### src/rtl/hazard_pkg.sv
// ============================================================================
// hazard_pkg : shared defines and types for the pipeline hazard controller
// Rev 1.0
// ============================================================================
`default_nettype none

`ifndef SYS_DEFS_VH
`define SYS_DEFS_VH
`define DONT_BRANCH 3'b000
`define TRUE        1'b1
`endif

package hazard_pkg;

    typedef enum logic {
        MC_IDLE = 1'b0,
        MC_BUSY = 1'b1
    } mc_state_t;

endpackage

`default_nettype wire

### src/rtl/hz_downcnt.sv
// ============================================================================
// hz_downcnt : loadable down-counter that saturates at zero
// Rev 1.0
// ============================================================================
`default_nettype none

module hz_downcnt #(
    parameter int CNT_W = 4
) (
    input  logic             clk,
    input  logic             rst,
    input  logic             load_i,
    input  logic [CNT_W-1:0] load_val_i,
    input  logic             dec_i,
    output logic [CNT_W-1:0] value_o,
    output logic             zero_o
);

    logic [CNT_W-1:0] cnt_q;
    logic [CNT_W-1:0] cnt_d;

    // A load wins over a decrement in the same cycle.
    always_comb begin
        cnt_d = cnt_q;
        if (load_i) begin
            cnt_d = load_val_i;
        end else if (dec_i && (cnt_q != '0)) begin
            cnt_d = cnt_q - CNT_W'(1);
        end
    end

    always_ff @(posedge clk or posedge rst) begin
        if (rst) begin
            cnt_q <= '0;
        end else begin
            cnt_q <= cnt_d;
        end
    end

    assign value_o = cnt_q;
    assign zero_o  = (cnt_q == '0);

endmodule

`default_nettype wire

### src/rtl/hazard_ctrl.sv
// ============================================================================
// hazard_ctrl : stall/bubble control for the 5-stage in-order pipeline
// Rev 1.0
// ============================================================================
`default_nettype none

module hazard_ctrl
    import hazard_pkg::*;
#(
    parameter int BR_RESOLVE_LAT = 2,
    parameter int MUL_LAT        = 4,
    parameter int REG_ADDR_W     = 5,
    parameter int CNT_W          = 4
) (
    input  logic                  clk,
    input  logic                  rst,
    input  logic [3:0]            ID_br_ctrl,
    input  logic [REG_ADDR_W-1:0] ID_rs_addr,
    input  logic [REG_ADDR_W-1:0] ID_rt_addr,
    input  logic                  ID_rs_used,
    input  logic                  ID_rt_used,
    input  logic                  EX_mem_read,
    input  logic [REG_ADDR_W-1:0] EX_dest_addr,
    input  logic                  EX_multi,
    output logic                  ST_if_id_en,
    output logic                  ST_id_ex_en,
    output logic                  ST_ex_mem_en,
    output logic                  ST_mem_wb_en,
    output logic                  ST_id_ex_bubble,
    output logic                  ST_ex_mem_bubble,
    output logic                  ST_br_stall
);

    localparam logic             MC_EN   = (MUL_LAT > 1);
    localparam logic [CNT_W-1:0] MC_LOAD = CNT_W'(MUL_LAT - 1);
    localparam logic [CNT_W-1:0] BR_LOAD = CNT_W'(BR_RESOLVE_LAT - 1);

    mc_state_t        mc_state_q;
    logic [CNT_W-1:0] mc_cnt;
    logic             mc_zero;
    logic [CNT_W-1:0] br_cnt;
    logic             br_zero;

    logic mc_busy;
    logic lu_raw;
    logic lu_hz;
    logic br_id;
    logic br_acc;
    logic id_ex_en;

    // Hazards are masked during reset so outputs fall back to the idle
    // pattern in the same cycle reset is asserted.
    assign mc_busy = !rst && EX_multi && MC_EN &&
                     ((mc_state_q == MC_IDLE) || (mc_cnt > CNT_W'(1)));

    assign lu_raw  = EX_mem_read && (EX_dest_addr != '0) &&
                     ((ID_rs_used && (ID_rs_addr == EX_dest_addr)) ||
                      (ID_rt_used && (ID_rt_addr == EX_dest_addr)));
    assign lu_hz   = !rst && !mc_busy && lu_raw;

    assign br_id   = !rst && (ID_br_ctrl[2:0] != `DONT_BRANCH) && br_zero;
    assign br_acc  = br_id && !mc_busy && !lu_hz;

    assign id_ex_en = !mc_busy;

    always_ff @(posedge clk or posedge rst) begin
        if (rst) begin
            mc_state_q <= MC_IDLE;
        end else begin
            case (mc_state_q)
                MC_IDLE: if (mc_busy) mc_state_q <= MC_BUSY;
                MC_BUSY: if (mc_cnt <= CNT_W'(1)) mc_state_q <= MC_IDLE;
                default: mc_state_q <= MC_IDLE;
            endcase
        end
    end

    hz_downcnt #(.CNT_W(CNT_W)) u_mc_cnt (
        .clk        (clk),
        .rst        (rst),
        .load_i     ((mc_state_q == MC_IDLE) && mc_busy),
        .load_val_i (MC_LOAD),
        .dec_i      ((mc_state_q == MC_BUSY) && !mc_zero),
        .value_o    (mc_cnt),
        .zero_o     (mc_zero)
    );

    // The branch window only advances while EX is moving, so a frozen EX
    // stretches the window instead of consuming it.
    hz_downcnt #(.CNT_W(CNT_W)) u_br_cnt (
        .clk        (clk),
        .rst        (rst),
        .load_i     (br_acc),
        .load_val_i (BR_LOAD),
        .dec_i      (id_ex_en && !br_zero),
        .value_o    (br_cnt),
        .zero_o     (br_zero)
    );

    assign ST_if_id_en      = !(mc_busy || lu_hz);
    assign ST_id_ex_en      = id_ex_en;
    assign ST_ex_mem_en     = `TRUE;
    assign ST_mem_wb_en     = `TRUE;
    assign ST_id_ex_bubble  = lu_hz;
    assign ST_ex_mem_bubble = mc_busy;
    assign ST_br_stall      = !rst && (br_id || (br_cnt != '0));

endmodule

`default_nettype wire

### config.mk
export PLATFORM = sky130hd
export DESIGN_NAME = hazard_ctrl
export DESIGN_NICKNAME = d
export VERILOG_FILES = /design/src/rtl/hazard_pkg.sv /design/src/rtl/hz_downcnt.sv /design/src/rtl/hazard_ctrl.sv
export SDC_FILE = /design/constraint.sdc
export NUM_CORES = 1
export LEC_CHECK = 0
export CAP_MARGIN = 20
export CORE_ASPECT_RATIO = 1.25
export CORE_MARGIN = 10
export CORE_UTILIZATION = 40
export CTS_BUF_LIST = sky130_fd_sc_hd__clkbuf_4 sky130_fd_sc_hd__clkbuf_8
export CTS_CLUSTER_DIAMETER = 30
export DETAILED_ROUTE_END_ITERATION = 7
export GPL_TIMING_DRIVEN = 0
export HOLD_SLACK_MARGIN = 0.06
export MAX_ROUTING_LAYER = met4
export PLACE_DENSITY_LB_ADDON = 0.2
export SLEW_MARGIN = 20
export SYNTH_ARGS = -nofsm -noshare
export SYNTH_HDL_FRONTEND = slang
export SYNTH_SLANG_ARGS = --single-unit
### constraint.sdc
create_clock -name clk -period 2.2 [get_ports clk]
set_input_delay 0.22 -clock clk [delete_from_list [all_inputs] [get_ports clk]]
set_output_delay 0.22 -clock clk [all_outputs]
set_load 0.01 [all_outputs]
# [After elaboration in Yosys (flattened, before gate mapping)]
# Index checks and enable logic that the tools add are counted.
# W data, S select, Z words.
[word_totals] reg_bits=9 latch_bits=0 ram_bits=0 rom_bits=0 input_bits=25 word_cells=53 memories=0
[classes] addsub=2 multipliers=0 div=0 magnitude_cmp=2 eq_ne=2 shift=0 muxes=7 bitwise=1 n_reduce_logical=36
[op_table] cell="$logic_and A1 B1 Y1" count=18
[op_table] cell="$mux W4" count=4
[op_table] cell="$eq A5 B5 Y1" count=2
[op_table] cell="$logic_not A4 Y1" count=2
[op_table] cell="$reduce_bool A4 Y1" count=2
[op_table] cell="$sub A4 B1 Y4 const B" count=2
[op_table] cell="$logic_not A1 Y1" count=6
[op_table] cell="$reduce_bool A5 Y1" count=1
[op_table] cell="$gt A4 B1 Y1 const B" count=1
[op_table] cell="$le A4 B1 Y1 const B" count=1
[op_table] cell="$logic_or A1 B1 Y1" count=4
[op_table] cell="$reduce_bool A2 Y1" count=2
[op_table] cell="$reduce_bool A3 Y1" count=1
[op_table] cell="$mux W1" count=2
[op_table] cell="$pmux W1 S2" count=1
[op_table] cell="$not A1 Y1" count=1

# [Logic depth before layout (Yosys ltp)]
[depth] word_depth=9 depth_mapped=7 depth_no_buf=7

# [Modules after synthesis]
# From an unflattened synthesis, not the netlist that was laid out.
[unflattened] hier_cells=94 area_unflattened_um2=794.5
[modules_own_cells] module="hz_downcnt" n_inst=2 cells_each=28 area_per_inst_um2=261.5 seq_area_each_um2=100.1
[modules_own_cells] module="hazard_ctrl" n_inst=1 cells_each=38 area_per_inst_um2=271.5 seq_area_each_um2=25.0

# [Worst setup path after synthesis]
# OpenSTA, ideal clock, no wires.
[synth_path] path_type="register -> output" startpoint="register u_mc_cnt.cnt_q[3], in the netlist u_mc_cnt.value_o[3]" endpoint="output port ST_if_id_en" arrival_time_ns=1.377 path_slack_ns=0.603 stages_incl_launch_ff=6 cell_sequence="dfrtp_1 or3b_4 o21ai_2 nand4_1 a21oi_2 nor2_1"
[synth_via] elab_chain_len=8
[synth_lines] element="start: declaration" line_no="hz_downcnt.sv:19" rtl="logic [CNT_W-1:0] cnt_q;"
[synth_lines] element="start signal: assignment" line_no="hz_downcnt.sv:36" rtl="cnt_q <= cnt_d;"
[synth_lines] element="$gt A4 B1 Y1" line_no="hazard_ctrl.sv:54" rtl="((mc_state_q == MC_IDLE) || (mc_cnt > CNT_W'(1)));"
[synth_lines] element="$logic_or A1 B1 Y1" line_no="hazard_ctrl.sv:54"
[synth_lines] element="$logic_and A1 B1 Y1" line_no="hazard_ctrl.sv:53" rtl="assign mc_busy = !rst && EX_multi && MC_EN &&"
[synth_lines] element="$logic_not A1 Y1" line_no="hazard_ctrl.sv:59" rtl="assign lu_hz = !rst && !mc_busy && lu_raw;"
[synth_lines] element="$logic_and A1 B1 Y1 (2 in a row)" line_no="hazard_ctrl.sv:59"
[synth_lines] element="via ST_id_ex_bubble" line_no="hazard_ctrl.sv:29" rtl="output logic ST_id_ex_bubble,"
[synth_lines] element="$logic_or A1 B1 Y1" line_no="hazard_ctrl.sv:100" rtl="assign ST_if_id_en = !(mc_busy || lu_hz);"
[synth_lines] element="$logic_not A1 Y1" line_no="hazard_ctrl.sv:100"
[synth_lines] element="end: declaration" line_no="hazard_ctrl.sv:25" rtl="output logic ST_if_id_en,"
# The timed path passes the listed nets, and every way through them passes these cells.

# [Worst setup path after layout]
[layout_path] startpoint="register u_mc_cnt.cnt_q[3], in the netlist u_mc_cnt.value_o[3]" endpoint="output port ST_if_id_en"
[layout_via] elab_chain_len=8
[layout_lines] element="$gt A4 B1 Y1 (*)" line_no="hazard_ctrl.sv:54"
[layout_lines] element="$logic_or A1 B1 Y1 (*)" line_no="hazard_ctrl.sv:54"
[layout_lines] element="$logic_and A1 B1 Y1 (*)" line_no="hazard_ctrl.sv:53"
[layout_lines] element="$logic_not A1 Y1" line_no="hazard_ctrl.sv:59"
[layout_lines] element="$logic_and A1 B1 Y1 (2 in a row)" line_no="hazard_ctrl.sv:59"
[layout_lines] element="$logic_or A1 B1 Y1 (*)" line_no="hazard_ctrl.sv:100"
[layout_lines] element="$logic_not A1 Y1 (*)" line_no="hazard_ctrl.sv:100"
# Mark *: on every way between the ends. The rest lies on a longest branch, timed or not.

==> results.py <==
metrics = {
    "power_and_ir_drop": {
        "p_sw_share_pct": 38.9,
        "p_int_uw": 654,
        "p_sw_uw": 417,
        "power_mw": 1.07,
        "combPwrFrac_pct": 54.8,
        "leakage_nw": 0.477,
        "clockPowerShare_pct": 13.0,
        "ir_drop_mv": 0.382,
        "seq_power_share_pct": 32.2,
        "p_per_area_nw_per_um2": 966,
    },
    "grt": {
        "grt_max_degree": 11,
        "first_global_vias": 724,
        "track_usage_pct": 9.24,
        "grt_overflow": 0,
        "grt_pass1_wl_um": 2750,
        "antenna_found_initial": 0,
    },
    "routing": {
        "wl_um": 1710,
        "drt_first_pass_iters": 2,
        "wl_met1_um": 742,
        "drtIter0Drc": 1,
        "vias": 663,
        "wire_per_inst_um": 12.9,
        "route.met3.wl_um": 139,
        "routed.top_layer": "met4",
        "drcViolationCount": 0,
        "drt-vias-per-instance": 5.02,
        "route.met2.wl_um": 775,
        "ant_nets": 0,
    },
    "clocking": {
        "cts_tree": "built",
        "clk_latency_ns": 0.26,
        "root_buffer": "clkbuf_4",
        "clockBufferDepth": 2,
        "cts.clk_slew.worst_paths_ns": 0.06,
        "cts.sinks": 9,
        "cts_buffers": 3,
        "cts_max_level": 1,
        "hold_buffers": 0,
    },
    "floorplan": {
        "ios": 32,
        "start_util_pct": 41.8,
        "num_rows": 17,
        "die_h_um": 67.7,
        "dieArea_um2": 3940,
        "fp.dieW_um": 58.2,
        "core_area_um2": 1740,
    },
    "cells_and_area": {
        "fin_area_um2": 1110,
        "syn_to_final_growth_pct": 52.2,
        "antenna_cells": 0,
        "fillers": 171,
        "mostFrequentLayoutCells": "25 x clkdlybuf4s50_1, 9 x xor2_1, 9 x dfrtp_1",
        "layout_commonest_cell": "clkdlybuf4s50_1",
        "utilization_pct": 63.6,
        "drive_above_1_share_pct": 16.8,
        "nets": 144,
    },
    "critical_path": {
        "critPathLaunchType": "flip-flop",
        "critPathCaptureType": "output port",
        "path_class": "flip-flop to output port",
        "required_ns": 1.98,
        "worstPathCellList": "or3b_4 -> o21ai_4 -> nand4_1 -> a21oi_2 -> nor2_1 -> dlygate4sd2_1",
        "reg2regPathDepth": 6,
        "cp.arrival_ns": 1.91,
        "reg2reg_to": "u_br_cnt.value_o[0]",
        "cp_top_family": "simple AND/OR/NAND/NOR gates",
        "slowest_stage": "or3b_4",
        "r2r_slack_ns": 0.58,
        "worstPathMaxFanout": 4,
        "r2r-start": "u_mc_cnt.value_o[3]",
        "path_buf_inv": 1,
        "slowest_delay_ns": 0.44,
    },
    "sta": {
        "holdWs_ns": 0.339,
        "setup_viol": 0,
        "fmax_mhz": 470,
        "finalHoldViolCount": 0,
        "finalCritPeriodShare_pct": 96.7,
        "rsz0062_at_grt": "yes",
        "fin_skew_ns": 0.00426,
        "setup_slack_ns": 0.0724,
        "maxSlewViolCount": 0,
        "min_period_ns": 2.13,
    },
    "placement": {
        "place_area_um2": 1040,
        "io_buffers": 28,
        "place_congestion": 0.840,
        "hpwl_um": 1470,
        "dp_slack_ns": -0.210,
    },
    "flow_run": {
        "cap_viol_max_count": 0,
    },
    "synth": {
        "synth_seq_cells": 9,
        "yosysSeqAreaShare_pct": 30.9,
        "synthDistinctLibCells": 30,
        "avgSynthCellArea_um2": 9.34,
        "synthXorXnorAreaFrac_pct": 18.0,
        "synthSimpleGateAreaFrac_pct": 22.3,
        "synth-adder-area-share_pct": 8.59,
        "muxShareOfSynthArea_pct": 1.37,
        "synth_warnings": 0,
        "synth_area_um2": 728,
        "synth_top_family_by_area": "simple AND/OR/NAND/NOR gates",
        "netlist_instances": 78,
        "synth_compound_area_share_pct": 12.5,
    },
    "hold_path": {
        "min_path_type": "primary input to asynchronous set/reset pin",
    },
    "status": {
        "run_status": "completed",
    },
}
state kept, by name (all words and copies together) (netlist names):
register and flops:
u_mc_cnt.value_o 4, mc_state_q 1, u_br_cnt.value_o 4
what timing repair did:
| item | CTS | global route |
|---|---|---|
| buffers inserted | 1 | 1 |
| gates resized for setup | 3 | 5 |
| endpoints found under the setup margin | 4 | 5 |
| pin swaps | 0 | 1 |
cell type report:
type	instances	area [µm²]	share of cell area (%)
plain buffers	2	15.0	1.35
clock buffers	4	30.0	2.71
inverters	7	26.3	2.37
multi-input cells	61	493	44.5
flip-flops and latches	9	225	20.3
well taps	19	23.8	2.14
repair buffers	30	295	26.6
per-layer routing:
| metal | global-route usage (%) | vias to the layer above |
|---|---|---|
| met3 | 2.63 | 6 |
| met1 | 9.29 | 297 |
| met2 | 14.9 | 31 |
| met4 | 7.06 | 0 |
| met5 | - | - |
| li1 | - | 329 |
cells by family after synthesis:
kind of cell	Yosys count
XOR/XNOR	15
multiplexers	1
adder cells (fa/ha/maj)	5
other	1
AO/OA/AOI/OAI	11
AND/OR/NAND/NOR	27
flip-flops	9
buffers and inverters	9
worst register-to-register path, delay by kind of cell, from the launching register on:
| family | cells | cell delay (ns) |
|---|---|---|
| flip-flops | 1 | 0.42 |
| AND/OR/NAND/NOR | 2 | 0.56 |
| buffers and inverters | 1 | 0.13 |
| AO/OA/AOI/OAI | 3 | 0.39 |
how the worst max path moves through the flow:
stage / cells after the start / to / slack, ns / from
after floorplan: 5 / ST_if_id_en / 0.60 / u_mc_cnt.value_o[3]
after global placement: 6 / ST_id_ex_bubble / -0.22 / EX_dest_addr[4]
after CTS: 5 / ST_ex_mem_bubble / 0.01 / u_mc_cnt.value_o[0]
after global routing: 7 / ST_if_id_en / -0.03 / EX_dest_addr[4]
after detailed placement: 6 / ST_id_ex_bubble / -0.21 / EX_dest_addr[4]
final: 6 / ST_if_id_en / 0.07 / u_mc_cnt.value_o[3]
Yosys cell counts (all sizes together):
library cell  count  area [µm²]
nor2              7        42.5
o21a              2        22.5
nand4             1        6.26
dfrtp             9         225
buf               2        15.0
nor2b             1        6.26
o22a              1        10.0
and2b             1        8.76
a21oi             3        18.8
a211o             1        8.76
xor2              9        78.8
conb              1        3.75
nor3              4        20.0
ha                5        62.6
xnor2             6        52.6
nor4              3        18.8
o31ai             1        7.51
nand2             5        18.8
nor3b             2        20.0
o21ai             2        13.8
inv               7        26.3
mux2i             1        10.0
o31a              1        10.0
nand3             2        10.0
or3b              1        11.3
power groups by stage:
stage / clock network, mW / logic [mW] / registers, mW
floorplan: 0 / 0.402 / 0.325
global placement: 0 / 0.515 / 0.343
detailed placement: 0 / 0.532 / 0.346
CTS: 0.143 / 0.542 / 0.343
global route: 0.148 / 0.653 / 0.356
finish: 0.139 / 0.586 / 0.345
metrics by stage:
step           TNS [ns]  instances
5_1_grt         -0.0349        132
3_5_place_dp     -0.384        126
2_1_floorplan         0         79
4_1_cts               0        131
6_report              0        132
3_3_place_gp     -0.399        126
No activity file was read; power rests on OpenSTA's default activity.
